==> config.mk <==
export PLATFORM = sky130hd
export DESIGN_NAME = subpel_interp_stream
export DESIGN_NICKNAME = d
export VERILOG_FILES = /design/src/rtl/subpel_interp_stream.sv
export SDC_FILE = /design/constraint.sdc
export NUM_CORES = 1
export LEC_CHECK = 0
export CAP_MARGIN = 20
export CORE_MARGIN = 3
export CORE_UTILIZATION = 32
export CTS_CLUSTER_SIZE = 25
export DETAILED_ROUTE_END_ITERATION = 7
export GPL_ROUTABILITY_DRIVEN = 0
export MAX_ROUTING_LAYER = met4
export SLEW_MARGIN = 20
export SYNTH_ARGS = -nofsm -noshare
export SYNTH_HDL_FRONTEND = slang
export SYNTH_SLANG_ARGS = --single-unit
==> constraint.sdc <==
create_clock -name clock -period 29.2 [get_ports clock]
set_input_delay 5.84 -clock clock [delete_from_list [all_inputs] [get_ports clock]]
set_output_delay 5.84 -clock clock [all_outputs]
set_load 0.02 [all_outputs]
==> src/rtl/subpel_interp_stream.sv <==
// subpel_interp_stream
//   Streaming 8-tap sub-pixel interpolator. Accepts one row or column of
//   unsigned integer pixels and emits, for every integer position p, the
//   integer sample plus the 1/4-, 1/2- and 3/4-pel samples between p and p+1.
//   Both edges are replicated: the first pixel is replicated into the window
//   on load, and four FLUSH shifts re-insert the last pixel.
//
//   Optional feature macro: INTERP_CLAMP_EN
//     defined   : rounded results saturate to [0, 2^PIX_W-1]
//     undefined : rounded results keep their low PIX_W bits (wrap)
//
// Ports
//   clock, reset            rising-edge clock, synchronous active-high reset
//   in_valid/in_ready       input handshake
//   in_data [PIX_W]         integer pixel
//   in_last                 final pixel of the row/column
//   out_valid/out_ready     output handshake
//   out_int [PIX_W]         integer pixel at position p
//   out_a/out_b/out_c       1/4-, 1/2-, 3/4-pel samples between p and p+1
//   out_last                final output set of the row/column
module subpel_interp_stream #(
    parameter int PIX_W = 8
) (
    input  logic             clock,
    input  logic             reset,
    input  logic             in_valid,
    output logic             in_ready,
    input  logic [PIX_W-1:0] in_data,
    input  logic             in_last,
    output logic             out_valid,
    input  logic             out_ready,
    output logic [PIX_W-1:0] out_int,
    output logic [PIX_W-1:0] out_a,
    output logic [PIX_W-1:0] out_b,
    output logic [PIX_W-1:0] out_c,
    output logic             out_last
);

    localparam int ACC_W = PIX_W + 9;

    localparam int TAP_A [8] = '{-1, 4, -10, 58, 17, -5, 1, 0};
    localparam int TAP_B [8] = '{-1, 4, -11, 40, 40, -11, 4, -1};
    localparam int TAP_C [8] = '{0, 1, -5, 17, 58, -10, 4, -1};

    typedef enum logic [1:0] {
        IDLE  = 2'd0,
        PRIME = 2'd1,
        RUN   = 2'd2,
        FLUSH = 2'd3
    } state_t;

    state_t state, state_nx;

    // win[0] is the oldest sample, win[7] the newest
    logic [7:0][PIX_W-1:0] win;
    logic [7:0][PIX_W-1:0] win_nx;
    logic [PIX_W-1:0]      smp;

    // Shifts since load, saturating at 3: the next shift is an emitting one
    // once three have already happened.
    logic [1:0] sh_cnt;
    logic [1:0] fl_cnt;

    logic shift_ok;
    logic accept;
    logic load;
    logic shift;
    logic emit;
    logic last_shift;

    // Signed dot product of the window with one of the three tap sets.
    function automatic logic signed [ACC_W-1:0] tap_sum(
        input logic [7:0][PIX_W-1:0] w,
        input int                    sel
    );
        logic signed [ACC_W-1:0] acc;
        logic signed [ACC_W-1:0] px;
        logic signed [ACC_W-1:0] cf;
        acc = '0;
        for (int i = 0; i < 8; i++) begin
            px = ACC_W'({1'b0, w[i]});
            case (sel)
                0:       cf = ACC_W'(TAP_A[i]);
                1:       cf = ACC_W'(TAP_B[i]);
                default: cf = ACC_W'(TAP_C[i]);
            endcase
            acc = acc + px * cf;
        end
        return acc;
    endfunction

    // Round half up via +32 then floor-divide by 64, then saturate or wrap.
    function automatic logic [PIX_W-1:0] round_sat(
        input logic signed [ACC_W-1:0] sum
    );
        logic signed [ACC_W-1:0] r;
        r = (sum + ACC_W'(32)) >>> 6;
`ifdef INTERP_CLAMP_EN
        if (r < 0)
            return '0;
        else if (r > ACC_W'((1 << PIX_W) - 1))
            return '1;
        else
            return PIX_W'(r);
`else
        return PIX_W'(r);
`endif
    endfunction

    // State register
    always_ff @(posedge clock) begin
        if (reset)
            state <= IDLE;
        else
            state <= state_nx;
    end

    // Next-state logic
    always_comb begin
        state_nx = state;
        case (state)
            IDLE: begin
                if (accept)
                    state_nx = in_last ? FLUSH : PRIME;
            end
            PRIME: begin
                if (accept) begin
                    if (in_last)
                        state_nx = FLUSH;
                    else if (sh_cnt == 2'd3)
                        state_nx = RUN;
                end
            end
            RUN: begin
                if (accept && in_last)
                    state_nx = FLUSH;
            end
            FLUSH: begin
                if (shift_ok && fl_cnt == 2'd3)
                    state_nx = IDLE;
            end
            default: state_nx = IDLE;
        endcase
    end

    // Control outputs
    always_comb begin
        shift_ok   = !out_valid || out_ready;
        in_ready   = shift_ok && (state != FLUSH) && !reset;
        accept     = in_valid && in_ready;
        load       = accept && (state == IDLE);
        shift      = (accept && (state != IDLE)) || ((state == FLUSH) && shift_ok);
        emit       = shift && (sh_cnt == 2'd3);
        last_shift = (state == FLUSH) && shift_ok && (fl_cnt == 2'd3);
    end

    // Window after the pending shift; outputs are computed from it so the
    // set is registered on the same edge as the shift.
    always_comb begin
        smp = (state == FLUSH) ? win[7] : in_data;
        for (int i = 0; i < 7; i++)
            win_nx[i] = win[i + 1];
        win_nx[7] = smp;
    end

    // Window / counters / registered output stage
    always_ff @(posedge clock) begin
        if (reset) begin
            win       <= '0;
            sh_cnt    <= '0;
            fl_cnt    <= '0;
            out_valid <= 1'b0;
            out_int   <= '0;
            out_a     <= '0;
            out_b     <= '0;
            out_c     <= '0;
            out_last  <= 1'b0;
        end else begin
            if (load) begin
                win    <= {8{in_data}};
                sh_cnt <= '0;
                fl_cnt <= '0;
            end else if (shift) begin
                win <= win_nx;
                if (sh_cnt != 2'd3)
                    sh_cnt <= sh_cnt + 2'd1;
                if (state == FLUSH)
                    fl_cnt <= fl_cnt + 2'd1;
            end

            if (emit) begin
                out_valid <= 1'b1;
                out_int   <= win_nx[3];
                out_a     <= round_sat(tap_sum(win_nx, 0));
                out_b     <= round_sat(tap_sum(win_nx, 1));
                out_c     <= round_sat(tap_sum(win_nx, 2));
                out_last  <= last_shift;
            end else if (out_ready) begin
                out_valid <= 1'b0;
                out_last  <= 1'b0;
            end
        end
    end

endmodule

### Word level (Yosys, flattened, before mapping)

Cells that the tools add are included.

| storage, ports and cells | value |
|---|---|
| bits in registers | 96 |
| word-level logic and storage cells | 129 |
| output and inout port bits | 35 |
| input port bits | 13 |

| cells by class | value |
|---|---|
| mux-type cells | 34 |
| add/subtract/negate cells | 25 |
| multipliers | 20 |
| reductions and logical operators | 22 |
| equality and inequality tests | 12 |

Operators by type and width:

| operator | count |
|---|---|
| 9-bit by 17-bit multiplier with 14-bit output | 20 |
| 17-bit two-way mux | 20 |
| 14-bit adder | 20 |
| 64-bit two-way mux | 2 |
| 14-bit by 7-bit adder with 14-bit output, second input constant | 3 |
| 2-bit two-way mux | 7 |
| 2-bit inequality test, second input constant | 6 |
| 1-bit logical AND | 10 |
| 2-bit equality test, second input constant | 4 |
| 8-bit two-way mux | 1 |
| 2-bit one-hot mux with 4 select lines | 1 |
| 2-bit nonzero test | 3 |
| 5-bit AND reduction | 1 |
| 2-bit by 1-bit adder with 2-bit output, second input constant | 2 |
| 2-bit AND reduction | 2 |
| 1-bit two-way mux | 3 |
| 3-bit inequality test, second input constant | 1 |
| 2-bit by 1-bit equality test with 1-bit output, second input constant | 1 |
| 1-bit zero test | 2 |
| 2-bit zero test | 1 |
| 1-bit logical OR | 2 |
| 2-bit OR reduction | 1 |

### Depth between registers and ports, before layout

| logic depth | value |
|---|---|
| word-level depth | 19 |
| depth in mapped cells | 37 |
| mapped depth without buffers | 36 |

### Least setup slack after synthesis

OpenSTA, ideal clock, no wires.

| timing path | value |
|---|---|
| path type | input port to flip-flop |
| start | input port in_data[0] |
| end | register out_b[7] |
| cell stages on the path | 33 |
| required time | 29,112 ps |
| library setup time | 88 ps |
| path buffers | 0 |
| data arrival time | 14,409 ps |
| path slack | 14,703 ps |
| cell sequence | mux2_2 -> fa_1 -> inv_1 -> fa_1 -> fa_1 -> fa_1 -> inv_1 -> ha_1 -> o21ai_0 -> o21bai_1 -> a21oi_1 -> xnor2_1 -> inv_1 -> fa_1 -> inv_1 -> ha_1 -> inv_1 -> fa_1 -> inv_1 -> fa_1 -> inv_1 -> fa_1 -> fa_1 -> fa_1 -> inv_1 -> ha_1 -> nand2_1 -> or3_1 -> o21ai_0 -> o211ai_1 -> a21o_1 -> a21o_1 -> a311oi_2 |

| between the ends | value |
|---|---|
| cells in the longest elaborated chain, start to end | 4 |

RTL lines:

| element | RTL line | RTL |
|---|---|---|
| start, declared | 28 | `input logic [PIX_W-1:0] in_data,` |
| 8-bit two-way mux | 160 | `smp = (state == FLUSH) ? win[7] : in_data;` |
| 9-bit by 17-bit multiplier with 14-bit output | 87 | `acc = acc + px * cf;` |
| 14-bit adder | 87 |  |
| 14-bit by 7-bit adder with 14-bit output | 97 | `r = (sum + ACC_W'(32)) >>> 6;` |
| end signal, assigned | 195 | `out_b <= round_sat(tap_sum(win_nx, 1));` |
| end, declared | 34 | `output logic [PIX_W-1:0] out_b,` |

Every way passes these cells.
A chain may end at the register's enable or synchronous reset.

### Worst setup path in the final report

Ends and elaborated chain as after synthesis.

==> results_dict.tcl <==
set metrics [dict create \
    synth-seq-cells 96 \
    nets 2921 \
    worstMarginPinSlew_ps 1100 \
    synth_edf_count 0 \
    status "finished clean" \
    dieArea_um2 67700 \
    seq_area_frac_synth_pct 9.29 \
    grt_pass1_wl_um 91000 \
    cts_hold_buf 0 \
    grt_max_degree 80 \
    period_needed_ps 15240 \
    hpwl_um 49500 \
    num_rows 92 \
    max_freq_mhz 65.6 \
    cp_slowest_cell "fa_1" \
    drt-initial-drc-count 856 \
    drt-wirelength-per-cell_um 19.5 \
    cts_tree "yes" \
    path_max_fanout 6 \
    slew_viol_final 0 \
    fin_crit_sh_pct 52.2 \
    drive_gt1_share_pct 1.98 \
    avgSynthCellArea_um2 9.89 \
    final_common_cell "inv_1" \
    cp.arrival_ps 15540 \
    area_growth_pct 8.34 \
    cp_common_cell "fa_1" \
    final-setup-viol-count 0 \
    synthArstFlopShare_pct 0 \
    dp_cells 2949 \
    cts_buffers 9 \
    drt_first_pass_iters 8 \
    worst_setup_path_start_kind "input port" \
    synth_top_family_by_area "adder cells" \
    syn_inst 2092 \
    synth-simple-area-share_pct 4.13 \
    clk_path_buf_depth 2 \
    yosys.area_share.xor_xnor_pct 4.30 \
    grt_pass1_vias 15500 \
    synth_mux_area_share_pct 0.998 \
    drcViolationCount 0 \
    fp.dieW_um 260 \
    wl_um 57700 \
    worstHoldPathType "register to register" \
    gr-total-overflow 0 \
    clk_pin_slew_ps 80 \
    syn_nets 2899 \
    synth_top_flop_cell "dfxtp_1" \
    ant_nets 0 \
    synth.distinct_cells 55 \
    viasPerCell 4.79 \
    initial_core_util_pct 32.5 \
    max_stage_delay_ps 740 \
    ctsResizeCount 0 \
    rsz0062_at_grt "false" \
    coreArea_um2 63500 \
    synth_fa_ha_area_share_pct 61.4 \
    layout.cells.most_common_list "inv_1 (656), ha_1 (425), fa_1 (369)" \
    htree_num_levels 3 \
    skew_ps 13.9 \
    ys_warn_count 0 \
    crit_path_end_kind "register" \
    diodes 0 \
    post_cts_buffers 0 \
    finalHoldViolations 0 \
    netlist_area_um2 20700 \
    clock_sinks 96 \
    maxSlewHeadroom_pct 25.9 \
    clk_latency_ps 390 \
    dr_total_vias 14200 \
    layout.cells.non_filler 2965 \
    antenna_found_initial 0 \
    synth_compound_area_share_pct 7.10 \
    crit_required_ps 29500 \
    critical_path_class "input port to register" \
    grt_use_total_pct 18.4 \
    die_h_um 260 \
    io_pins 48 \
    tns_ps 0 \
    maxCapViolCount 0 \
    cts_root_buf "clkbuf_16" \
    portBuffers 47 \
]
-- registers in the layout, indices dropped and copies added, names as in the netlist --
| name | cells |
|---|---|
| sh_cnt | 2 |
| out_b | 8 |
| state | 2 |
| out_c | 8 |
| fl_cnt | 2 |
| out_a | 8 |
| out_int | 8 |
| out_last | 1 |
| win | 56 |
| out_valid | 1 |
-- final cells by class --
cell class                      count  area [um^2]
Inverter                          656         2460
Timing Repair Buffer               55          528
Multi-Input combinational cell   1296        16100
Tap cell                          846         1060
Clock inverter                      6         62.6
Clock buffer                       10          239
Fill cell                        6412        41100
Sequential cell                    96         1920
-- critical path, delay by kind of cell --
| family | cells | cell delay (ps) |
|---|---|---|
| adder cells (fa/ha/maj) | 13 | 6270 |
| AO/OA/AOI/OAI | 8 | 1470 |
| buffers and inverters | 9 | 930 |
| AND/OR/NAND/NOR | 2 | 390 |
| multiplexers | 1 | 350 |
| XOR/XNOR | 1 | 280 |
-- layer usage --
metal  up-vias  track usage (%)  wire length (um)
li1       6499                -                 -
met1      7218             22.7             24300
met2       383             30.7             28100
met3       107             2.09              2740
met4         0             7.43              2500
met5         -                -                 0
-- kinds of logic (layout without fill, tap and decap cells) --
| logic type | Yosys count | count (layout) |
|---|---|---|
| adder cells (fa/ha/maj) | 794 | 794 |
| multiplexers | 20 | 20 |
| flip-flops | 96 | 96 |
| buffers and inverters | 700 | 727 |
| AO/OA/AOI/OAI | 209 | 209 |
| AND/OR/NAND/NOR | 181 | 181 |
| XOR/XNOR | 92 | 92 |
-- worst paths after layout --
path,cells after the start,slack (ps),start,to
worst max-delay path,34,13960,in_data[0],out_b[7]
worst max register to register,34,18660,state[1],out_b[7]
worst min-delay path,2,450,out_b[2],out_b[2]
worst min register to register,2,450,out_b[2],out_b[2]
-- through the flow --
step           instance area (um^2)  utilization, %  worst slack, ps  hold slack [ps]
6_report                      22400            35.3            13960              453
5_1_grt                       22400            35.3            13480              476
4_1_cts                       22400            35.3            13970              459
3_5_place_dp                  22100            34.8            13570              447
3_3_place_gp                  22100            34.8            13670              441
2_1_floorplan                 20700               -            14700              460
-- synthesized netlist by cell type, types with 2 or more instances --
| cell | number | share of area (%) |
|---|---|---|
| inv_1 | 656 | 12 |
| ha_1 | 425 | 26 |
| fa_1 | 369 | 36 |
| dfxtp_1 | 96 | 9.3 |
| a211oi_1 | 89 | 3.2 |
| xnor2_1 | 67 | 2.8 |
| nand2_1 | 58 | 1.1 |
| a21oi_1 | 45 | 1.1 |
| nor2_1 | 44 | 0.80 |
| clkbuf_1 | 37 | 0.67 |
| nor3_1 | 26 | 0.63 |
| a21o_1 | 24 | 0.87 |
| xor2_1 | 18 | 0.76 |
| o21ai_0 | 16 | 0.39 |
| mux2i_1 | 15 | 0.73 |
| and2_1 | 13 | 0.39 |
| nand2b_1 | 7 | 0.21 |
| nand3_1 | 7 | 0.17 |
| mux2_2 | 5 | 0.27 |
| o21bai_1 | 5 | 0.18 |
| xnor3_1 | 5 | 0.54 |
| buf_2 | 4 | 0.097 |
| nand4_1 | 4 | 0.12 |
| or3_1 | 4 | 0.12 |
| nand3b_1 | 3 | 0.11 |
| o211ai_1 | 3 | 0.11 |
| o21a_1 | 3 | 0.11 |
| o31ai_1 | 3 | 0.11 |
| or2_2 | 3 | 0.091 |
| a21boi_0 | 2 | 0.073 |
| a22o_1 | 2 | 0.085 |
| a311oi_1 | 2 | 0.085 |
| a31oi_1 | 2 | 0.060 |
| a32o_1 | 2 | 0.097 |
| a41oi_1 | 2 | 0.085 |
| buf_1 | 2 | 0.036 |
| nor2b_1 | 2 | 0.060 |
| nor3b_1 | 2 | 0.073 |
| nor4_1 | 2 | 0.060 |
| or4_1 | 2 | 0.073 |
| xnor2_2 | 2 | 0.16 |
Power is left out: the tool's default activity adds up to more than one toggle a clock period on the data nets, which glitch-free logic cannot reach.
==> edit 1: new RTL, same settings <==
Make the reset (`reset`) asynchronous in 2 clocked blocks. Comments in the files are not updated.
--- a/src/rtl/subpel_interp_stream.sv
+++ b/src/rtl/subpel_interp_stream.sv
@@ -109,5 +109,5 @@
 
     // State register
-    always_ff @(posedge clock) begin
+    always_ff @(posedge clock or posedge reset) begin
         if (reset)
             state <= IDLE;
@@ -165,5 +165,5 @@
 
     // Window / counters / registered output stage
-    always_ff @(posedge clock) begin
+    always_ff @(posedge clock or posedge reset) begin
         if (reset) begin
             win       <= '0;
Function: not settled (the Yosys comparison gave no result); the edit may change what the design does.
==> edit 1 against the original RTL <==
Clock skew hardly changed. Wire length is 1.6% lower. Sequential cell count unchanged. Critical path type unchanged. Synthesized area grew 0.59%. First-iteration DRC count down 18%. Critical endpoint is now out_b[7]$_DFFE_PP0P_. Cell area increased by 0.66%. Setup slack better by 0.28 ns. Highest routed layer unchanged.
Power is left out: the tool's default activity adds up to more than one toggle a clock period on the data nets, which glitch-free logic cannot reach.
==> edit 1: results (changes against the original RTL) <==
status=finished, final reports clean (unchanged); via/cell ratio=4.64 (was 4.79); WP data arrival=15.30 ns (was 15.54 ns); vias in the first global route=15500 (about the same); max reg flops=56 (unchanged); Reg2Reg Depth=35 (was 34); most common cell after layout, fill and taps aside=inv_1 (unchanged); worst-path fanout max=6 (unchanged); clk_lat worst skew=0.41 ns (was 0.39 ns); root buffer cell=clkbuf_16 (unchanged); synth top area cells=fa_1 (36%), ha_1 (26%), inv_1 (12%) (unchanged); dpl hpwl=48.9 mm (was 49.5 mm); Top reg by flops=win (unchanged); number of antenna violations at the first check in global routing=1 (was 0); slowest cell on the critical path=fa_1 (unchanged); asr flop ratio synth=100% (was 0%); clock slew at reported path FFs=0.09 ns; clk_skew=0.0142 ns (was 0.0139 ns); RR Endpoint=out_b[7]$_DFFE_PP0P_ (was out_b[7]$_SDFFE_PP0P_); Bufs on Longest Clock Path=2 (unchanged); CTS Buf Count=9 (unchanged); PostCTS Resize Cnt=0 (unchanged); sequential area share after synthesis=11.5% (was 9.29%); Cell Area, Placed=22300 um2 (was 22100 um2); Hold Crit Class=reg -> reg (unchanged); GRT Resource Usage Total=18.2% (was 18.4%); H-tree Lvls=3 (unchanged); top post-synthesis cells by count=inv_1 (650), ha_1 (425), fa_1 (369) (was inv_1 (656), ha_1 (425), fa_1 (369)); first-pass GRT wire length=89.9 mm (was 91.0 mm); Yosys warnings=0 (unchanged); Hold Path Origin=out_int[7]$_DFFE_PP0P_ (was out_b[2]$_SDFFE_PP0P_); R2R setup slack=18.88 ns (was 18.66 ns); number of DRC markers in iteration 0=699 (was 856); Fill cells=6412 (unchanged); # Post-CTS Setup Buffers=0 (unchanged); gr ovfl total=0 (unchanged); Distinct cells, synth=51 (was 55); largest net degree at the start of global routing=65 (was 80); Main synth FF type=dfrtp_1 (was dfxtp_1); hold path depth=2 (unchanged); end of the worst hold path=out_int[7]$_DFFE_PP0P_ (was out_b[2]$_SDFFE_PP0P_); final WL=56.7 mm (was 57.7 mm); R2R Path Start=state[1]$_DFFE_PP0P_ (was state[1]$_SDFFE_PP0P_); syn_nets=2867 (was 2899); DR pass1 iterations=6 (was 8); PortBufs=47 (unchanged); Worst Tran Pin Value=0.997 ns (was 1.10 ns); share of cells above drive strength 1=2.34% (was 1.98%); CP peak stage delay=around 0.73 ns
==> edit 1: cell count changes in the layout (fill, tap and decap cells not counted), moves of 26 or more <==
cell | unedited run | this run
dfrtp_1 | 0 | 96
dfxtp_1 | 96 | 0
a211oi_1 | 89 | 34
o21ai_0 | 16 | 68
a21oi_1 | 45 | 71
==> edit 1: cell type report <==
type | count | area share (%)
multi-input cells | 1279 | 70.2
diodes | 1 | 0.0111
inverters | 650 | 10.8
clock buffers | 9 | 0.999
repair buffers | 55 | 2.35
flip-flops and latches | 96 | 10.7
well taps | 846 | 4.69
clock inverters | 7 | 0.244
==> edit 1: stage by stage <==
| stage | cells | worst slack (ns) | utilization (%) | hold slack (ns) |
|---|---|---|---|---|
| 6_report | 2943 | 14.25 | 35.4 | 0.486 |
| 5_1_grt | 2943 | 13.70 | 35.4 | 0.512 |
| 4_1_cts | 2942 | 14.22 | 35.4 | 0.497 |
| 3_5_place_dp | 2926 | 13.83 | 35.0 | 0.475 |
| 3_3_place_gp | 2926 | 13.93 | 35.0 | 0.468 |
| 2_1_floorplan | 2060 | 14.98 | - | 0.492 |
==> edit 1: metal layers <==
metal / vias to the layer above / part of all wire, % / track usage (%)
met5: - / 0 / -
met4: 0 / 5.1 / 8.70
met3: 99 / 3.9 / 2.20
met2: 300 / 50 / 31.2
met1: 6936 / 41 / 21.4
li1: 6332 / - / -
==> edit 1: critical path: cells and delay by family <==
family                   cells  cell delay, ns
AND/OR/NAND/NOR              4            0.83
multiplexers                 1            0.24
adder cells (fa/ha/maj)     13            6.25
XOR/XNOR                     2            0.36
buffers and inverters       10            1.08
AO/OA/AOI/OAI                5            0.69
==> edit 1: kinds of logic (layout without fill, tap and decap cells) <==
logic type                 after synthesis  in the layout  share of synthesized area, %
adders and majority gates              794            794                          61.1
DFF                                     96             96                          11.5
xor gates and xnor gates               104            104                          4.60
muxes                                   13             13                         0.668
buffers and inverters                  685            721                          12.4
and+or+nand+nor                        153            153                          3.55
other                                    0              1                             0
AOI/OAI and AO/OA                      215            215                          6.17
==> edit 1: worst max-delay path by stage <==
stage	slack [ns]	start	end
2_1_floorplan	14.98	in_data[0]	out_b[7]$_DFFE_PP0P_
6_report	14.25	in_data[0]	out_b[7]$_DFFE_PP0P_
4_1_cts	14.22	in_data[0]	out_b[7]$_DFFE_PP0P_
3_3_place_gp	13.93	in_data[0]	out_b[7]$_DFFE_PP0P_
5_1_grt	13.70	in_data[0]	out_b[7]$_DFFE_PP0P_
3_5_place_dp	13.83	in_data[0]	out_b[7]$_DFFE_PP0P_
==> edit 2: new RTL, same flow settings <==
Without the edit above. The option `INTERP_CLAMP_EN` is turned on by a define.
--- a/src/rtl/subpel_interp_stream.sv
+++ b/src/rtl/subpel_interp_stream.sv
@@ -19,4 +19,6 @@
 //   out_a/out_b/out_c       1/4-, 1/2-, 3/4-pel samples between p and p+1
 //   out_last                final output set of the row/column
+`define INTERP_CLAMP_EN
+
 module subpel_interp_stream #(
     parameter int PIX_W = 8
Check against the original RTL: not settled (the Yosys comparison gave no result); the edit may change what the design does.
==> edit 2 against the original RTL <==
Global-route usage decreased by 1.1 points. Setup slack got worse by 0.055 ns. Register-to-register slack got worse by 0.11 ns. Wire length increased by 3.9%. Synthesized area increased by 10%. Sequential cell count unchanged. Cell area increased by 10%. Utilization decreased by 0.17 points. Clock skew increased by 0.0085 ns. Synthesized cell count increased by 9.5%.
Power is not shown: default switching activity piles up to over one toggle a cycle in this logic, so the estimate is an artifact.
==> edit 2: results (changes against the original RTL) <==
Reg2Reg Depth=36 (was 34); sequential area share after synthesis=8.45% (was 9.29%); first-pass GRT wire length=93.5 mm (was 91.0 mm); number of antenna violations at the first check in global routing=1 (was 0); RR Endpoint=out_b[2]$_SDFFE_PP0P_ (was out_b[7]$_SDFFE_PP0P_); clk_skew=0.0224 ns (was 0.0139 ns); largest net degree at the start of global routing=77 (was 80); Main synth FF type=dfxtp_1 (unchanged); asr flop ratio synth=0% (unchanged); synth top area cells=fa_1 (38%), ha_1 (26%), inv_1 (12%) (was fa_1 (36%), ha_1 (26%), inv_1 (12%)); Fill cells=7128 (was 6412); Hold Path Origin=out_int[5]$_SDFFE_PP0P_ (was out_b[2]$_SDFFE_PP0P_); WP data arrival=15.60 ns (was 15.54 ns); share of cells above drive strength 1=2.62% (was 1.98%); PostCTS Resize Cnt=0 (unchanged); dpl hpwl=51.9 mm (was 49.5 mm); syn_nets=3198 (was 2899); end of the worst hold path=out_int[5]$_SDFFE_PP0P_ (was out_b[2]$_SDFFE_PP0P_); Distinct cells, synth=62 (was 55); status=finished, final reports clean (unchanged); GRT Resource Usage Total=17.3% (was 18.4%); Rel. slew slack=21.4% (was 25.9%); DR pass1 iterations=5 (was 8); routed len/inst=18.4 um (was 19.5 um); via/cell ratio=4.58 (was 4.79); CP peak stage delay=0.63 ns (was 0.74 ns); root buffer cell=clkbuf_16 (unchanged); number of DRC markers in iteration 0=802 (was 856); vias in the first global route=15400 (was 15500); R2R Path Start=win[8]$_SDFFE_PP0P_ (was state[1]$_SDFFE_PP0P_); top post-synthesis cells by count=inv_1 (729), ha_1 (466), fa_1 (428) (was inv_1 (656), ha_1 (425), fa_1 (369)); hold path depth=2 (unchanged); worst-path fanout max=8 (was 6); R2R setup slack=18.55 ns (was 18.66 ns)
edit 2: changes by cell type after synthesis, moves of 8 or more:
cell	before	now
and3_1	1	13
fa_1	369	428
a211oi_1	89	78
a21oi_1	45	58
xnor2_1	67	52
nand2_1	58	67
nor4_2	0	8
inv_1	656	729
ha_1	425	466
a32o_1	2	11
edit 2: worst max-delay path by stage:
stage	depth (start not counted)	startpoint	slack (ns)	endpoint
2_1_floorplan	37	in_data[1]	14.57	out_b[0]$_SDFFE_PP0P_
3_3_place_gp	37	in_data[0]	13.58	out_b[0]$_SDFFE_PP0P_
3_5_place_dp	37	in_data[0]	13.50	out_b[2]$_SDFFE_PP0P_
4_1_cts	37	in_data[0]	13.90	out_b[2]$_SDFFE_PP0P_
5_1_grt	37	in_data[0]	13.22	out_b[1]$_SDFFE_PP0P_
6_report	37	in_data[0]	13.91	out_b[2]$_SDFFE_PP0P_
edit 2: cell families after synthesis:
logic type | synth area share (%)
AOI/OAI and AO/OA | 7.43
xor gates and xnor gates | 2.86
DFF | 8.45
muxes | 0.704
and+or+nand+nor | 4.56
buffers and inverters | 12.7
adders and majority gates | 63.3
edit 2: critical path: cells and delay by family:
kind,cells,cell delay (ns)
buf+inv,11,1.16
simple gates,2,0.48
compound gates,7,1.38
fa+ha+maj,13,5.82
xor+xnor,2,0.44
mux,2,0.47
edit 2: routing by layer:
layer,GRT usage [%],routed length [um],up-vias
li1,-,-,7122
met1,22.8,26800,7443
met2,27.9,28800,292
met3,1.33,2000,90
met4,6.40,2330,0
met5,-,0,-
edit 2: stage by stage:
step,cell area (um2),utilization (%),setup WS (ns),instances,hold slack (ns)
after CTS,24700,35.1,13.90,3264,0.462
after global routing,24700,35.1,13.22,3265,0.485
after global placement,24300,34.6,13.58,3248,0.445
final,24700,35.1,13.91,3265,0.456
after floorplan,22800,-,14.57,2291,0.460
after detailed placement,24300,34.6,13.50,3248,0.449
edit 2: area by class of cell:
| class | instances | share of cell area (%) |
|---|---|---|
| multi-input cells | 1424 | 72.8 |
| flip-flops and latches | 96 | 7.79 |
| diodes | 1 | 0.0101 |
| repair buffers | 59 | 2.26 |
| well taps | 940 | 4.77 |
| inverters | 729 | 11.1 |
| clock inverters | 7 | 0.330 |
| clock buffers | 9 | 0.913 |
